**src/rtl/hazard_ctrl.sv**
```systemverilog
// Pipeline hazard controller: tracks destination/Tnew tags for E, M and W,
// raises stall on unresolved Tuse/Tnew conflicts and selects forwarding paths.
module hazard_ctrl (
    input  logic       clk,
    input  logic       reset,
    input  logic [1:0] tuse_rs_d,
    input  logic [1:0] tuse_rt_d,
    input  logic [1:0] tnew_d,
    input  logic [4:0] rs_d,
    input  logic [4:0] rt_d,
    input  logic [4:0] a3_d,
    output logic       stall,
    output logic [1:0] fwd_rs_d,
    output logic [1:0] fwd_rt_d,
    output logic [1:0] fwd_rs_e,
    output logic [1:0] fwd_rt_e
);

    logic [4:0] rs_e, rt_e, a3_e, a3_m, a3_w;
    logic [1:0] tnew_e, tnew_m;

    function automatic logic [1:0] sat_dec(input logic [1:0] x);
        return (x == 2'd0) ? 2'd0 : x - 2'd1;
    endfunction

    // A Tuse of 3 marks the operand as unused; register 0 is hardwired and never conflicts.
    function automatic logic src_stall(input logic [4:0] r, input logic [1:0] tuse,
                                       input logic [4:0] ae, input logic [1:0] te,
                                       input logic [4:0] am, input logic [1:0] tm);
        if (r == 5'd0 || tuse == 2'd3)
            return 1'b0;
        return ((r == ae) && (tuse < te)) || ((r == am) && (tuse < tm));
    endfunction

    function automatic logic [1:0] sel_d(input logic [4:0] r,
                                         input logic [4:0] ae, input logic [1:0] te,
                                         input logic [4:0] am, input logic [1:0] tm,
                                         input logic [4:0] aw);
        if (r == ae && ae != 5'd0 && te == 2'd0)
            return 2'd1;
        else if (r == am && am != 5'd0 && tm == 2'd0)
            return 2'd2;
        else if (r == aw && aw != 5'd0)
            return 2'd3;
        return 2'd0;
    endfunction

    function automatic logic [1:0] sel_e(input logic [4:0] r,
                                         input logic [4:0] am, input logic [1:0] tm,
                                         input logic [4:0] aw);
        if (r == am && am != 5'd0 && tm == 2'd0)
            return 2'd1;
        else if (r == aw && aw != 5'd0)
            return 2'd2;
        return 2'd0;
    endfunction

    always_comb begin
        stall    = src_stall(rs_d, tuse_rs_d, a3_e, tnew_e, a3_m, tnew_m)
                 | src_stall(rt_d, tuse_rt_d, a3_e, tnew_e, a3_m, tnew_m);
        fwd_rs_d = sel_d(rs_d, a3_e, tnew_e, a3_m, tnew_m, a3_w);
        fwd_rt_d = sel_d(rt_d, a3_e, tnew_e, a3_m, tnew_m, a3_w);
        fwd_rs_e = sel_e(rs_e, a3_m, tnew_m, a3_w);
        fwd_rt_e = sel_e(rt_e, a3_m, tnew_m, a3_w);
    end

    // D->E loads a bubble on stall; E->M->W always advance.
    always_ff @(posedge clk) begin
        if (reset) begin
            rs_e   <= '0;
            rt_e   <= '0;
            a3_e   <= '0;
            tnew_e <= '0;
            a3_m   <= '0;
            tnew_m <= '0;
            a3_w   <= '0;
        end else begin
            if (stall) begin
                rs_e   <= '0;
                rt_e   <= '0;
                a3_e   <= '0;
                tnew_e <= '0;
            end else begin
                rs_e   <= rs_d;
                rt_e   <= rt_d;
                a3_e   <= a3_d;
                tnew_e <= tnew_d;
            end
            a3_m   <= a3_e;
            tnew_m <= sat_dec(tnew_e);
            a3_w   <= a3_m;
        end
    end

endmodule

```
**config.mk**
```make
export PLATFORM = sky130hd
export DESIGN_NAME = hazard_ctrl
export DESIGN_NICKNAME = d
export VERILOG_FILES = /design/src/rtl/hazard_ctrl.sv
export SDC_FILE = /design/constraint.sdc
export NUM_CORES = 1
export LEC_CHECK = 0
export BUFFER_PORTS_ARGS = -buffer_cell sky130_fd_sc_hd__buf_2
export CAP_MARGIN = 20
export CORE_MARGIN = 2
export CORE_UTILIZATION = 50
export DETAILED_ROUTE_END_ITERATION = 8
export PLACE_DENSITY = 0.71
export SYNTH_ARGS = -nofsm -noshare
export SYNTH_HDL_FRONTEND = slang
export SYNTH_SLANG_ARGS = --single-unit
```
**constraint.sdc**
```tcl
create_clock -name clk -period 2.4 [get_ports clk]
set_input_delay 0.24 -clock clk [delete_from_list [all_inputs] [get_ports clk]]
set_output_delay 0.24 -clock clk [all_outputs]
set_load 0.02 [all_outputs]
```
==> metrics.cfg <==
[hold_path]
worstHoldStart=tnew_d[1]
hp-class=input port to flip-flop
worstHoldPathCells=2

[global_routing]
grt.overflow.total=0
grt_first_pass_wirelength_um=7293
grt_pass1_vias=1509
antenna_found_initial=0
grt_max_degree=30
track_usage_pct=24.05

[placement]
dpl_cell_area_um2=1886
place.detailed.hpwl_um=3231
portBuffers=31
placedCellCount=252
gp_congestion=0.8827
pre_cts_slack_ns=0.3555

[detailed_routing]
top_layer=met4
via_per_inst=5.739
drtAntennaViolNets=0
met3_length_um=315
drt_pass1_iterations=6
routed_wl_um=4406
wl_met2_um=2140
avgRoutedWirePerCell_um=16.88
drtIter0Drc=114
met1Wirelength_um=1871
drcViolationCount=0
vias=1498

[die]
rows=21
initial_core_util_pct=52.19
ios=32
core_um2=3337
die_h_um=63.02
die_w_um=63.02
die-area_um2=3972

[timing]
min_period_over_period_pct=95.52
whs_ns=0.1366
finalHoldViolCount=0
tns_ns=0
timing.fmax_mhz=436.2
tightest_slew_ns=0.5629
post-route-min-period_ns=2.293
finalMaxSlewViolations=0
max-slew-margin-rel_pct=62.47
finalSetupViolCount=0
fin_ws_ns=0.1075
skew_ns=0.01271
rsz0062_at_grt=no

[pwr]
clockPowerShare_pct=36.6
powerDensity_nw_per_um2=601.8
power_switching_uw=342.7
seqPwrFrac_pct=45.3
switching_share_pct=28.60
p_int_uw=855.4
power.leakage_nw=0.8464
totalPowerFinal_mw=1.198
comb_power_share_pct=18.1
peakVddDrop_mv=0.3625

[clock_tree]
root_buffer=clkbuf_4
clk_pin_slew_worst_paths_ns=0.11
cts.path.max_buffers=2
htree_levels=2
clock_latency_ns=0.36
hold_buffers=0
cts_sinks=29
cts_tree=built
numCtsBuffers=5

[layout]
fin_util_pct=59.66
drive_gt1_share_pct=23.26
fin_cells=261
num-nets-final=242
layout-area-overhead-vs-synth_pct=14.30
final_cell_area_um2=1991
antenna_cells=0

[yosys]
ys_warn_count=0
syn_area_per_cell_um2=9.264
syn_nets=216
synth_seq_area_share_pct=33.33
netlist-cell-type-count=27
netlist_instances=188
ys_ff_latch=29
mappedNetlistArea_um2=1742

[setup_path]
cp_max_fo=6
slowest_stage=or4_1
end_kind=primary output
crit_path_start_kind=flip-flop
critical_path.max_stage_delay_ns=0.60
worst_ep_required_time_ns=2.16
arrival_ns=2.05
crit_buf_inv=2
critical-path-top-delay-family=simple AND/OR/NAND/NOR gates
crit_start=a3_m[1]$_SDFF_PP0_
critical_path.reg2reg.startpoint=a3_e[3]$_SDFF_PP0_
cp_cell_sequence=or4_1, o21ai_4, buf_4, nor2_1, o22ai_1, buf_2
rr_worst_depth=6
crit_type=flip-flop to primary output
cp.depth=6

[run]
maxCapViolations=0

[outcome]
status=complete, no violations

## timing repair
action	in CTS	in global routing
endpoints found under the setup margin	2	3
pin swaps	1	2
gates resized for setup	1	1
setup buffers	1	0
endpoints found under the hold margin	0	0
## state kept, by name, indices dropped and copies added (netlist names)
signal and flops:
a3_w 5, rt_e 5, a3_e 5, tnew_e 2
tnew_m 2, a3_m 5, rs_e 5
## worst paths after layout
check,end,slack [ns]
setup / recovery,fwd_rt_d[0],0.11
hold / removal,tnew_e[1]$_SDFF_PP0_,0.14
setup reg to reg,rs_e[4]$_SDFF_PP0_,0.56
hold reg to reg,tnew_m[0]$_SDFF_PP0_,0.44
## layout by cell type, fill, tap and decap left out, types with 5 or more instances in the layout
cell / count
nor2_1: 10
nor2b_1: 10
ha_1: 5
dfxtp_1: 28
xnor2_1: 16
nand2_1: 5
clkbuf_4: 5
xor2_1: 34
nor4b_1: 17
nor3_1: 6
o21ai_0: 5
buf_2: 31
## power groups by stage
stage | sequential, mW | combinational (mW) | clock, mW
floorplan | 0.534 | 0.156 | 0
global placement | 0.552 | 0.199 | 0
detailed placement | 0.553 | 0.208 | 0
CTS | 0.543 | 0.215 | 0.441
global route | 0.547 | 0.240 | 0.462
finish | 0.543 | 0.217 | 0.438
## layout make-up
cell class | instances | area (um2)
Timing Repair Buffer | 34 | 177.7
Fill cell | 315 | 1346
Sequential cell | 29 | 581.8
Multi-Input combinational cell | 141 | 1074
Tap cell | 46 | 57.56
Inverter | 3 | 11.26
Clock buffer | 6 | 51.30
Clock inverter | 2 | 37.54
## Yosys cell counts
cell type / number / area share (%)
a221oi_2: 2 / 1.7
clkbuf_1: 8 / 1.7
dfxtp_1: 29 / 33
nand2_1: 5 / 1.1
nor4b_1: 17 / 8.5
ha_1: 5 / 3.6
xnor2_1: 16 / 8.0
o21ai_0: 5 / 1.4
nor3_1: 6 / 1.7
nor3_2: 3 / 1.7
xor2_1: 34 / 17
nor2_1: 10 / 2.2
a21oi_1: 2 / 0.57
nand3_1: 4 / 1.1
or4_1: 4 / 1.7
o21a_1: 2 / 0.86
nor4_1: 4 / 1.4
nand2b_1: 2 / 0.72
buf_2: 4 / 1.1
or2_2: 1 / 0.36
buf_6: 3 / 1.9
o22ai_1: 2 / 0.72
nand4b_1: 2 / 1.0
inv_1: 3 / 0.65
nor2b_1: 10 / 3.6
o21ai_2: 1 / 0.50
nand4_1: 4 / 1.4
## routing by layer
layer  vias to the layer above  GRT usage (%)
met5                         -              0
met4                         0          6.944
met3                        11          7.748
met2                        59          40.96
met1                       725          28.75
li1                        703              -
## cell families after synthesis
| logic type | count (synthesis) | synth area share [%] |
|---|---|---|
| AOI/OAI and AO/OA | 14 | 5.819 |
| buffers and inverters | 18 | 5.460 |
| DFF | 29 | 33.33 |
| and+or+nand+nor | 72 | 26.65 |
| adders and majority gates | 5 | 3.592 |
| xor gates and xnor gates | 50 | 25.14 |
No activity file was read; power rests on OpenSTA's default activity.
